### config.mk
export PLATFORM = sky130hd
export DESIGN_NAME = wgt_load_ctrl_flat
export DESIGN_NICKNAME = d
export VERILOG_FILES = /design/src/rtl/wgt_load_if.sv /design/src/rtl/wgt_load_ctrl.sv /design/src/flat_wrapper.sv
export SDC_FILE = /design/constraint.sdc
export NUM_CORES = 1
export LEC_CHECK = 0
export ABC_AREA = 1
export BUFFER_PORTS_ARGS = -buffer_cell sky130_fd_sc_hd__buf_2
export CAP_MARGIN = 10
export CORE_ASPECT_RATIO = 2
export CORE_MARGIN = 2
export CORE_UTILIZATION = 35
export DETAILED_ROUTE_END_ITERATION = 8
export GPL_TIMING_DRIVEN = 0
export PLACE_DENSITY = 0.58
export SLEW_MARGIN = 0
export SYNTH_ARGS = -nofsm -noshare
export SYNTH_HDL_FRONTEND = slang
export SYNTH_SLANG_ARGS = --single-unit
### constraint.sdc
create_clock -name clk -period 4.3 [get_ports clk]
set_clock_uncertainty 0.05 [all_clocks]
set_input_delay 0.86 -clock clk [delete_from_list [all_inputs] [get_ports clk]]
set_output_delay 0.86 -clock clk [all_outputs]
set_load 0.1 [all_outputs]
### src/rtl/wgt_load_if.sv
// wgt_load_if: command, weight-SRAM and RF-bank signals around the weight loader
interface wgt_load_if #(
  parameter int DATA_WIDTH   = 8,
  parameter int BUFFER_COUNT = 16,
  parameter int ADDR_WIDTH   = 10
);
  logic start;
  logic rotate;
  logic [4:0] num_filter;
  logic [ADDR_WIDTH-1:0] wgt_base_addr;
  logic wgt_mem_rd_en;
  logic [ADDR_WIDTH-1:0] wgt_mem_addr;
  logic [BUFFER_COUNT*DATA_WIDTH-1:0] wgt_mem_data;
  logic [BUFFER_COUNT-1:0] wgt_RF_shift_en;
  logic [BUFFER_COUNT*DATA_WIDTH-1:0] data_out;
  logic select_wgt;
  logic busy;
  logic done;
  modport master (
    output start, rotate, num_filter, wgt_base_addr, wgt_mem_data,
    input  wgt_mem_rd_en, wgt_mem_addr, wgt_RF_shift_en, data_out, select_wgt, busy, done
  );
  modport slave (
    input  start, rotate, num_filter, wgt_base_addr, wgt_mem_data,
    output wgt_mem_rd_en, wgt_mem_addr, wgt_RF_shift_en, data_out, select_wgt, busy, done
  );
endinterface

### src/rtl/wgt_load_ctrl.sv
// wgt_load_ctrl: reads a kernel's weight words from SRAM and shifts them into all filter RFs in parallel
module wgt_load_ctrl #(
  parameter int DATA_WIDTH   = 8,
  parameter int BUFFER_SIZE  = 27,
  parameter int BUFFER_COUNT = 16,
  parameter int ADDR_WIDTH   = 10
) (
  input logic clk,
  input logic rst_n,
  wgt_load_if.slave bus
);
  localparam int CW = $clog2(BUFFER_SIZE + 1);
  localparam int W  = BUFFER_COUNT * DATA_WIDTH;
  typedef enum logic [1:0] {IDLE, LOAD, ROTATE, DONE} state_t;
  state_t state, state_n;
  logic [CW-1:0] rd_cnt, rd_cnt_n, sh_cnt, sh_cnt_n;
  logic [ADDR_WIDTH-1:0] base, base_n, addr, addr_n;
  logic [BUFFER_COUNT-1:0] mask, mask_n, mask_in, shift, shift_n;
  logic [W-1:0] data, data_n, data_in;
  logic rd, rd_n, rd_d, sel, sel_n, busy, busy_n, done, done_n;
  always_comb begin
    for (int i = 0; i < BUFFER_COUNT; i++) begin
      mask_in[i] = bus.num_filter == '0 || i < int'(bus.num_filter);
      data_in[i*DATA_WIDTH +: DATA_WIDTH] = mask[i] ? bus.wgt_mem_data[i*DATA_WIDTH +: DATA_WIDTH] : '0;
    end
  end
  // rd_d marks the cycle the SRAM presents the word requested one cycle earlier
  always_comb begin
    state_n = state;
    rd_cnt_n = rd_cnt;
    sh_cnt_n = sh_cnt;
    base_n = base;
    addr_n = addr;
    mask_n = mask;
    rd_n = 1'b0;
    shift_n = '0;
    data_n = '0;
    sel_n = 1'b0;
    busy_n = 1'b0;
    done_n = 1'b0;
    case (state)
      IDLE, DONE: begin
        state_n = IDLE;
        if (bus.start) begin
          state_n = LOAD;
          base_n = bus.wgt_base_addr;
          addr_n = bus.wgt_base_addr;
          mask_n = mask_in;
          rd_cnt_n = CW'(1);
          sh_cnt_n = '0;
          rd_n = 1'b1;
          busy_n = 1'b1;
        end else if (bus.rotate) begin
          state_n = ROTATE;
          mask_n = mask_in;
          sh_cnt_n = CW'(1);
          shift_n = mask_in;
          busy_n = 1'b1;
        end
      end
      LOAD: begin
        if (sh_cnt == CW'(BUFFER_SIZE)) begin
          state_n = DONE;
          done_n = 1'b1;
        end else begin
          busy_n = 1'b1;
          if (rd_cnt < CW'(BUFFER_SIZE)) begin
            rd_n = 1'b1;
            addr_n = base + ADDR_WIDTH'(rd_cnt);
            rd_cnt_n = rd_cnt + 1'b1;
          end
          if (rd_d) begin
            shift_n = mask;
            data_n = data_in;
            sel_n = 1'b1;
            sh_cnt_n = sh_cnt + 1'b1;
          end
        end
      end
      ROTATE: begin
        if (sh_cnt == CW'(BUFFER_SIZE)) begin
          state_n = DONE;
          done_n = 1'b1;
        end else begin
          busy_n = 1'b1;
          shift_n = mask;
          sh_cnt_n = sh_cnt + 1'b1;
        end
      end
    endcase
  end
  always_ff @(posedge clk) begin
    if (!rst_n) begin
      state <= IDLE;
      rd_cnt <= '0;
      sh_cnt <= '0;
      base <= '0;
      addr <= '0;
      mask <= '0;
      rd <= 1'b0;
      rd_d <= 1'b0;
      shift <= '0;
      data <= '0;
      sel <= 1'b0;
      busy <= 1'b0;
      done <= 1'b0;
    end else begin
      state <= state_n;
      rd_cnt <= rd_cnt_n;
      sh_cnt <= sh_cnt_n;
      base <= base_n;
      addr <= addr_n;
      mask <= mask_n;
      rd <= rd_n;
      rd_d <= rd;
      shift <= shift_n;
      data <= data_n;
      sel <= sel_n;
      busy <= busy_n;
      done <= done_n;
    end
  end
  assign bus.wgt_mem_rd_en = rd;
  assign bus.wgt_mem_addr = addr;
  assign bus.wgt_RF_shift_en = shift;
  assign bus.data_out = data;
  assign bus.select_wgt = sel;
  assign bus.busy = busy;
  assign bus.done = done;
endmodule
### src/flat_wrapper.sv
// flat-port wrapper written by rule: the top's interface ports become plain ports
module wgt_load_ctrl_flat 
#(
  parameter int DATA_WIDTH   = 8,
  parameter int BUFFER_SIZE  = 27,
  parameter int BUFFER_COUNT = 16,
  parameter int ADDR_WIDTH   = 10
)
  (clk, rst_n, bus_start, bus_rotate, bus_num_filter, bus_wgt_base_addr, bus_wgt_mem_data, bus_wgt_mem_rd_en, bus_wgt_mem_addr, bus_wgt_RF_shift_en, bus_data_out, bus_select_wgt, bus_busy, bus_done);
  wgt_load_if #(.DATA_WIDTH(DATA_WIDTH), .BUFFER_COUNT(BUFFER_COUNT), .ADDR_WIDTH(ADDR_WIDTH)) bus_i ();
  input logic clk;
  input logic rst_n;
  input wire logic [$bits(bus_i.start)-1:0] bus_start;
  input wire logic [$bits(bus_i.rotate)-1:0] bus_rotate;
  input wire logic [$bits(bus_i.num_filter)-1:0] bus_num_filter;
  input wire logic [$bits(bus_i.wgt_base_addr)-1:0] bus_wgt_base_addr;
  input wire logic [$bits(bus_i.wgt_mem_data)-1:0] bus_wgt_mem_data;
  output wire logic [$bits(bus_i.wgt_mem_rd_en)-1:0] bus_wgt_mem_rd_en;
  output wire logic [$bits(bus_i.wgt_mem_addr)-1:0] bus_wgt_mem_addr;
  output wire logic [$bits(bus_i.wgt_RF_shift_en)-1:0] bus_wgt_RF_shift_en;
  output wire logic [$bits(bus_i.data_out)-1:0] bus_data_out;
  output wire logic [$bits(bus_i.select_wgt)-1:0] bus_select_wgt;
  output wire logic [$bits(bus_i.busy)-1:0] bus_busy;
  output wire logic [$bits(bus_i.done)-1:0] bus_done;
  assign bus_i.start = bus_start;
  assign bus_i.rotate = bus_rotate;
  assign bus_i.num_filter = bus_num_filter;
  assign bus_i.wgt_base_addr = bus_wgt_base_addr;
  assign bus_i.wgt_mem_data = bus_wgt_mem_data;
  assign bus_wgt_mem_rd_en = bus_i.wgt_mem_rd_en;
  assign bus_wgt_mem_addr = bus_i.wgt_mem_addr;
  assign bus_wgt_RF_shift_en = bus_i.wgt_RF_shift_en;
  assign bus_data_out = bus_i.data_out;
  assign bus_select_wgt = bus_i.select_wgt;
  assign bus_busy = bus_i.busy;
  assign bus_done = bus_i.done;
  wgt_load_ctrl #(.DATA_WIDTH(DATA_WIDTH), .BUFFER_SIZE(BUFFER_SIZE), .BUFFER_COUNT(BUFFER_COUNT), .ADDR_WIDTH(ADDR_WIDTH)) u_core (.clk(clk), .rst_n(rst_n), .bus(bus_i));
endmodule
# Yosys cells after proc, flatten, opt, wreduce, memory -nomap -nowiden
# Cells that the tools add are included.
[word_totals]
ff_bits = 197
latch_bits = 0
ram_bits = 0
romBits = 0
inputBits = 147
output_inout_bits = 158
wordCells = 158
mem_count = 0
[op_classes]
add_sub_neg = 3
n_mul = 0
div_mod_pow = 0
n_lt_le_gt_ge = 17
n_eq_ne = 11
n_shift = 0
muxes = 36
bitwise = 19
n_reduce_logical = 44
[ops]
columns = ["cell", "n"]
rows = [
  ["two-way mux 16 bit", 7],
  ["OR reduction 5 bit", 16],
  ["case mux 16 bit (3 select lines)", 1],
  ["< comparator 4 x 5 -> 1 bit, first input constant", 8],
  ["two-way mux 5 bit", 8],
  ["two-way mux 10 bit", 3],
  ["< comparator 3 x 5 -> 1 bit, first input constant", 4],
  ["case mux 10 bit (2 select lines)", 1],
  ["NOT 1 bit", 19],
  ["logical OR 1 bit", 16],
  ["case mux 5 bit (3 select lines)", 1],
  ["adder 10 x 5 -> 10 bit", 1],
  ["adder 5 x 1 -> 5 bit, second input constant", 2],
  ["< comparator 1 x 5 -> 1 bit, first input constant", 2],
  ["< comparator 2 x 5 -> 1 bit, first input constant", 2],
  ["case mux 5 bit (2 select lines)", 1],
  ["two-way mux 1 bit", 8],
  ["AND reduction 4 bit", 2],
  ["two-way mux 2 bit", 3],
  ["inequality test 2 x 1 -> 1 bit, second input constant", 3],
  ["inequality test 2 bit, second input constant", 3],
  ["AND reduction 2 bit", 3],
  ["equality test 5 bit, second input constant", 1],
  ["logical NOT 5 bit", 1],
  ["10 further kinds", 14],
]

# Depth between registers and ports, before layout
# Gate-level depths: netlist (run 1).
[logic_depth]
word_depth = 5
depth_mapped = 12
mapped_depth_nobuf = 10

# Least setup slack after synthesis (run 1)
# OpenSTA, ideal clock, no wires.
[synth_timing]
path_type = "register to output"
from = "reg u_core.addr[0], in the netlist u_core.bus.wgt_mem_addr[0]"
to = "out bus_wgt_mem_addr[0]"
t_arrival_ns = 0.925
required_ns = 3.390
path_slack_ns = 2.465
path_stages_with_launch = 1
path_buffers = 0
cell_sequence = "dfxtp_1"
[synth_rtl]
columns = ["item", "line", "source"]
rows = [
  ["from (decl)", "wgt_load_ctrl.sv:17", "logic [ADDR_WIDTH-1:0] base, base_n, addr, addr_n;"],
  ["from (signal assigned)", "wgt_load_ctrl.sv:112", "addr <= addr_n;"],
  ["to (decl)", "flat_wrapper.sv:19", "output wire logic [$bits(bus_i.wgt_mem_addr)-1:0] bus_wgt_mem_addr;"],
]
# No word-level cell between the ends.

# Worst setup path in the final report (run 1)
[layout_timing]
from = "reg u_core.rd, in the netlist u_core.bus.wgt_mem_rd_en"
to = "out bus_wgt_mem_rd_en"
[layout_rtl]
columns = ["item", "line", "source"]
rows = [
  ["from (decl)", "wgt_load_ctrl.sv:20", "logic rd, rd_n, rd_d, sel, sel_n, busy, busy_n, done, done_n;"],
  ["from (signal assigned)", "wgt_load_ctrl.sv:114", "rd <= rd_n;"],
  ["to (decl)", "flat_wrapper.sv:18", "output wire logic [$bits(bus_i.wgt_mem_rd_en)-1:0] bus_wgt_mem_rd_en;"],
]
# No word-level cell between the ends.

==> qor.csv, run 1 <==
metric,value,unit
cp_data_arrival_time,1.22,ns
io_pins,305,
cpPeakStageDelay,0.43,ns
post_cts_resize_count,0,
die_w,103.4,um
cell_by_cell_trace_of_the_critical_path,buf_2,
drtPass1Iterations,5,
clk-insertion-delay-late,0.44,ns
cts_hold_repair.buffers,0,
gpl.final_weighted_congestion,0.9036,
rows,72,
drt_first_iter_violations,201,
grt-ovfl-total,0,
floorplan.die_area,20950,um^2
crit_type,reg2out,
timing.critical_path.fanout_max,2,
power.switching_fraction,30.27,%
cts_made_buffers,17,
clock-sinks,197,
synth.ff_latch_count,197,
fraction_of_final_layout_cells_with_drive_strength_greater_than_1,31.35,%
detail_route.vias_per_cell,4.234,
synth_fp_nets,1014,
timing.hold.worst.class,reg2reg,
clkPwrFrac,36.9,%
drc,0,
final.setup.tns,0,ns
irDropWorstVdd,0.0002666,V
ctsHtreeMaxLevel,4,
period_minus_slack,2.128,ns
finalNetCount,1337,
ratio_of_total_power_to_cell_area,447.5,nW/um^2
endpoint_kind,output port,
grt_antenna_before_repair,1,
fin_max_slew_vios,0,
grt_max_degree,18,
timing.max_slew.rel_slack,58.91,%
final_hold_viol_count,0,
synth.cell_area,6909,um^2
yosysSeqAreaShare,57.08,%
drv.max_cap_violation_count,0,
detailroute.via_count,6152,
clock_tree.root_cell,sky130_fd_sc_hd__clkbuf_16,
synthesis.area_per_instance,8.062,um^2
critical_path.top_delay_family,buffers and inverters,
synth-compound-area-share,7.008,%
grt_pass1_vias,5889,
cpMaxStageDelayCell,sky130_fd_sc_hd__buf_2,
dpl.hpwl,15.93,mm
fp.coreArea,19370,um^2
postPlaceCellArea,8755,um^2
setup_viol,0,
synthXorXnorAreaFrac,1.394,%
synth_mux_area_share,0,%
rsz0062_at_grt,false,
final_area,9323,um^2
post-route-period-util,49.48,%
floorplan.initialDensity,35.67,%
post_drt_wl_per_cell,13.78,um
timing.critical_path.buf_inv,1,
leakage_power_summed_over_all_cells,0.005163,uW
number_of_standard_cells_after_synthesis,857,
buffers_inserted_by_post_cts_timing_repair,0,
cts-root-to-sink-buffers,2,
internal-power,2909,uW
outcome,finished clean,
placement.io_buffers,304,
combinationalPowerShare,16.4,%
chipHeight,202.7,um
max_freq,470.0,MHz
synth_fa_ha_area_share,1.920,%
global_route_wire_length_before_repair,29.92,mm
timing.critical_path.from_type,register,
areaGrowthSynthToFinish,34.93,%
groute.usage.overall,18.99,%
yosys_warnings,0,
cts_tree,built,
drt-total-wl,20.02,mm
netSwitchingPower,1263,uW
synth_cell_type_count,38,
yosys.area_share.simple,21.73,%
largest_family_of_logic_cells_by_synthesized_area,simple AND/OR/NAND/NOR gates,
seqPwrFrac,46.7,%
antenna_left,0,
timing_worst_slew_pin_value,0.6164,ns
worst_setup_hold_path_clk_slew,0.07,ns
worst_ep_required_time,3.39,ns
==> power by group through the flow <==
stage	clock network, uW	logic (uW)	registers, uW
floorplan	0	271	2210
global placement	0	685	1990
detailed placement	0	688	1990
CTS	1590	690	1950
global route	1670	747	1960
finish	1540	683	1950
==> metrics by stage <==
| stage | std cells | utilization (%) | setup WS [ns] | hold WS, ns | power (uW) |
|---|---|---|---|---|---|
| floorplan | 857 | - | 2.465 | 0.3952 | 2479 |
| global placement | 1420 | 45.20 | 1.843 | 0.3921 | 2674 |
| detailed placement | 1420 | 45.20 | 1.878 | 0.3856 | 2678 |
| CTS | 1452 | 48.12 | 2.118 | 0.4074 | 4228 |
| global route | 1453 | 48.13 | 2.105 | 0.4386 | 4369 |
| finish | 1453 | 48.13 | 2.172 | 0.4056 | 4172 |
==> synth_stat cells (all sizes together) <==
master / n / share of area (%)
ha: 9 / 1.6
buf: 13 / 1.3
nor3: 1 / 0.072
fa: 1 / 0.29
o21ai: 36 / 2.7
inv: 168 / 9.2
a211oi: 2 / 0.22
nand4: 7 / 0.85
clkinv: 1 / 0.072
or2: 2 / 0.18
o21bai: 1 / 0.16
xnor2: 1 / 0.13
nand3: 30 / 2.2
nor2: 197 / 11
or4: 2 / 0.22
a31oi: 1 / 0.091
clkbuf: 6 / 0.33
nand2b: 1 / 0.091
a21oi: 48 / 3.6
dfxtp: 197 / 57
o211ai: 2 / 0.29
xor2: 10 / 1.3
nand2: 121 / 7.0
==> logic make-up after synthesis <==
logic type               after synthesis
AND/OR/NAND/NOR                      361
flip-flops                           197
buffers and inverters                188
AO/OA/AOI/OAI                         90
XOR/XNOR                              11
adder cells (fa/ha/maj)               10
==> path summary, 6_finish.rpt <==
check | start | endpoint | slack (ns) | cells past startpoint
worst max-delay path | u_core.bus.wgt_mem_rd_en | bus_wgt_mem_rd_en | 2.17 | 1
worst min-delay path | u_core.bus.wgt_mem_rd_en | u_core.rd_d | 0.41 | 2
worst max register to register | u_core.state[0] | u_core.bus.wgt_RF_shift_en[13] | 2.36 | 10
worst min register to register | u_core.bus.wgt_mem_rd_en | u_core.rd_d | 0.41 | 2
==> final cells by class <==
class                   instances  area (um^2)
fillers                      1976        10050
repair buffers                304         1521
multi-input cells             472         2215
well taps                     259        324.1
clock inverters                11        115.1
clock buffers                  21        450.4
diodes                          1        2.502
flip-flops and latches        197         3944
plain buffers                  19        112.6
inverters                     169        638.1
==> layer usage <==
layer,wire (um),vias to the layer above,GRT usage [%]
li1,-,3213,-
met1,7102,2714,18.52
met2,11210,188,36.18
met3,1102,37,4.165
met4,600,0,8.694
met5,0,-,0
==> registers in the layout, summed over array words and instances, names as in the netlist <==
signal / count
u_core.bus.data_out: 128
u_core.sh_cnt: 5
u_core.bus.select_wgt: 1
u_core.bus.busy: 1
u_core.bus.done: 1
u_core.bus.wgt_mem_addr: 10
u_core.bus.wgt_mem_rd_en: 1
u_core.rd_cnt: 5
u_core.state: 2
u_core.rd_d: 1
u_core.bus.wgt_RF_shift_en: 16
u_core.base: 10
u_core.mask: 16
==> placed cells by master (no fill, tap or decap), types with 2 or more instances in the layout <==
cell type,n
sky130_fd_sc_hd__inv_6,5
sky130_fd_sc_hd__or4_1,2
sky130_fd_sc_hd__o21ai_0,34
sky130_fd_sc_hd__a21oi_2,2
sky130_fd_sc_hd__clkinvlp_4,4
sky130_fd_sc_hd__ha_1,9
sky130_fd_sc_hd__nor2_1,192
sky130_fd_sc_hd__xor2_1,10
sky130_fd_sc_hd__a211oi_1,2
sky130_fd_sc_hd__buf_2,307
sky130_fd_sc_hd__inv_2,5
sky130_fd_sc_hd__buf_1,3
sky130_fd_sc_hd__a21oi_1,46
sky130_fd_sc_hd__nand4_1,6
sky130_fd_sc_hd__nor2_2,2
sky130_fd_sc_hd__nand3_1,29
sky130_fd_sc_hd__clkbuf_1,9
sky130_fd_sc_hd__buf_4,4
sky130_fd_sc_hd__nor2_4,3
sky130_fd_sc_hd__inv_1,162
sky130_fd_sc_hd__buf_6,3
sky130_fd_sc_hd__nand2_2,11
sky130_fd_sc_hd__dfxtp_1,197
sky130_fd_sc_hd__clkbuf_16,17
sky130_fd_sc_hd__nand2_1,110
(Power assumes the default switching activity.)
==> inputs of run 2 (changes only) <==
Settings changed: PLACE_DENSITY 0.58 to 0.61.
Clock period 4.3 ns to 1.8 ns, I/O delays scaled along.
==> qor.csv, run 2 (synthesized netlist as in run 1, its figures left out) <==
metric,value,unit,change
rows,72,,unchanged
crit_type,reg2reg,,
period_minus_slack,1.745,ns,
max_freq,573.0,MHz,
cts_made_buffers,17,,unchanged
largest_register_ff_count,128,,unchanged
drc,0,,unchanged
worst_r2r_path_depth,8,,-2
drt-total-wl,20.42,mm,+2.0%
post-route-period-util,96.96,%,
outcome,finished clean,,
worst_ep_required_time,2.08,ns,-1.31 ns
dp_slack,-0.1376,ns,-2.016 ns
ratio_of_total_power_to_cell_area,1121,nW/um^2,+150%
die_w,103.4,um,unchanged
drv.max_cap_violation_count,0,,unchanged
final_cell_mix,"sky130_fd_sc_hd__buf_2 (307), sky130_fd_sc_hd__dfxtp_1 (194), sky130_fd_sc_hd__nor2_1 (190)",,
final_hold_viol_count,0,,unchanged
areaGrowthSynthToFinish,39.48,%,
grt_antenna_before_repair,1,,unchanged
cpMaxStageDelayCell,sky130_fd_sc_hd__or4_1,,
timing.hold.worst.class,in2reg,,
timing.rr.start,u_core.state[0],,
post_drt_wl_per_cell,13.95,um,+1.3%
timing.reg2reg.setup_slack,0.05,ns,-2.31 ns
grt-ovfl-total,0,,unchanged
cpPeakStageDelay,0.47,ns,+0.04 ns
drt_first_iter_violations,223,,+11%
cts-root-to-sink-buffers,2,,unchanged
timing.critical_path.fanout_max,7,,+5
irDropWorstVdd,0.0005847,V,+120%
fp.coreArea,19370,um^2,unchanged
clk-insertion-delay-late,0.44,ns,about the same
rsz0062_at_grt,true,,
io_pins,305,,unchanged
fin_max_slew_vios,0,,unchanged
fin_util,49.75,%,+1.6 points
dpl.hpwl,15.99,mm,+0.39%
layout.cells.most_common,sky130_fd_sc_hd__buf_2,,
cp-endpoint,u_core.bus.wgt_mem_addr[6],,
rr_endpoint,u_core.bus.wgt_mem_addr[6],,
cell_by_cell_trace_of_the_critical_path,inv_1 -> ha_4 -> buf_6 -> inv_8 -> buf_4 -> or4_1 -> nand3_1 -> nor2_1,,
setup_viol,0,,unchanged
placement.io_buffers,304,,unchanged
antennaDiodeCount,0,,-1
detail_route.vias_per_cell,4.280,,+1.1%
worst_setup_hold_path_clk_slew,0.07,ns,about the same
timing.critical_path.from_type,register,,
antenna_left,0,,unchanged
drtPass1Iterations,4,,-1
floorplan.initialDensity,35.67,%,unchanged
clock_tree.root_cell,sky130_fd_sc_hd__clkbuf_16,,
grt_max_degree,18,,unchanged
detailroute.via_count,6261,,+1.8%
finalHoldWorstSlack,0.07818,ns,-0.3275 ns
chipHeight,202.7,um,unchanged
grt_pass1_vias,5885,,-0.068%
gpl.final_weighted_congestion,0.9006,,-0.33%
clock-sinks,197,,unchanged
postLayoutSetupSlackWorst,0.05473,ns,-2.117 ns
postPlaceCellArea,8755,um^2,unchanged
global_route_wire_length_before_repair,30.18,mm,+0.88%
crit_path_start,u_core.state[0],,
endpoint_kind,register,,
final_area,9637,um^2,+3.4%
finalNetCount,1348,,+0.82%
timing_worst_slew_pin_value,0.6144,ns,-0.002008 ns
fraction_of_final_layout_cells_with_drive_strength_greater_than_1,33.64,%,+2.3 points
floorplan.die_area,20950,um^2,unchanged
groute.usage.overall,19.13,%,+0.14 points
timing.hold.worst_path_depth,3,,+1
leakage_power_summed_over_all_cells,0.005316,uW,+3.0%
ctsHtreeMaxLevel,4,,unchanged
timing.max_slew.rel_slack,59.04,%,+0.13 points
cp_data_arrival_time,2.03,ns,+0.81 ns
cts_tree,built,,
[run 2: changes by cell type in the layout (fill, tap and decap cells not counted), moves of 4 or more]
cell	previous run	this run
sky130_fd_sc_hd__buf_4	4	10
sky130_fd_sc_hd__buf_6	3	7
sky130_fd_sc_hd__bufinv_16	1	6
sky130_fd_sc_hd__clkinvlp_4	4	0
sky130_fd_sc_hd__nand2_1	110	105
sky130_fd_sc_hd__nand2_2	11	15
[run 2: routing by layer]
metal	global-route usage [%]	wire length (um)	share of wire [%]
met5	0	0	0
met4	8.553	591	2.9
met3	4.062	864	4.2
met2	35.58	11410	56
met1	19.64	7548	37
[run 2: stage by stage]
step                      TNS (ns)  power [uW]  std cells
after floorplan                  0        5922        857
after global placement      -2.683        6383       1420
after detailed placement    -3.384        6398       1420
after CTS                        0       10860       1461
after global routing       -0.3933       11240       1463
final                            0       10800       1463
[run 2: critical path, delay by kind of cell, from the launching register on]
| kind | cells | cell delay, ns |
|---|---|---|
| DFF | 1 | 0.36 |
| buffers and inverters | 4 | 0.37 |
| and+or+nand+nor | 3 | 0.60 |
| adders and majority gates | 1 | 0.26 |
[run 2: final cells by class]
class | count | area [um^2]
plain buffers | 19 | 123.9
clock buffers | 19 | 442.9
clock inverters | 13 | 240.2
fillers | 1951 | 9732
inverters | 169 | 646.9
multi-input cells | 472 | 2287
flip-flops and latches | 197 | 3950
well taps | 259 | 324.1
repair buffers | 315 | 1622
[run 2: how the worst min path moves through the flow]
stage / from / end / slack [ns]
2_1_floorplan: u_core.base[9] / u_core.base[9] / 0.40
3_3_place_gp: u_core.bus.wgt_mem_rd_en / u_core.rd_d / 0.40
3_5_place_dp: u_core.bus.wgt_mem_rd_en / u_core.rd_d / 0.38
4_1_cts: bus_wgt_mem_data[67] / u_core.bus.data_out[67] / 0.06
5_1_grt: bus_wgt_mem_data[89] / u_core.bus.data_out[89] / 0.06
6_report: bus_wgt_mem_data[67] / u_core.bus.data_out[67] / 0.08
[run 2: power by group]
group	switching (uW)	total (uW)	internal, uW
logic	1240	1750	508
clock network	1720	4390	2670
registers	123	4660	4540
total	3080	10800	7720
[run 2: repair_timing]
item                       in CTS  in global routing
setup endpoints to repair     109                 83
cloned                          1                  1
pin swaps                       5                  5
gates resized for setup        11                 24
hold buffers                    0                  0
buffers inserted                8                  1
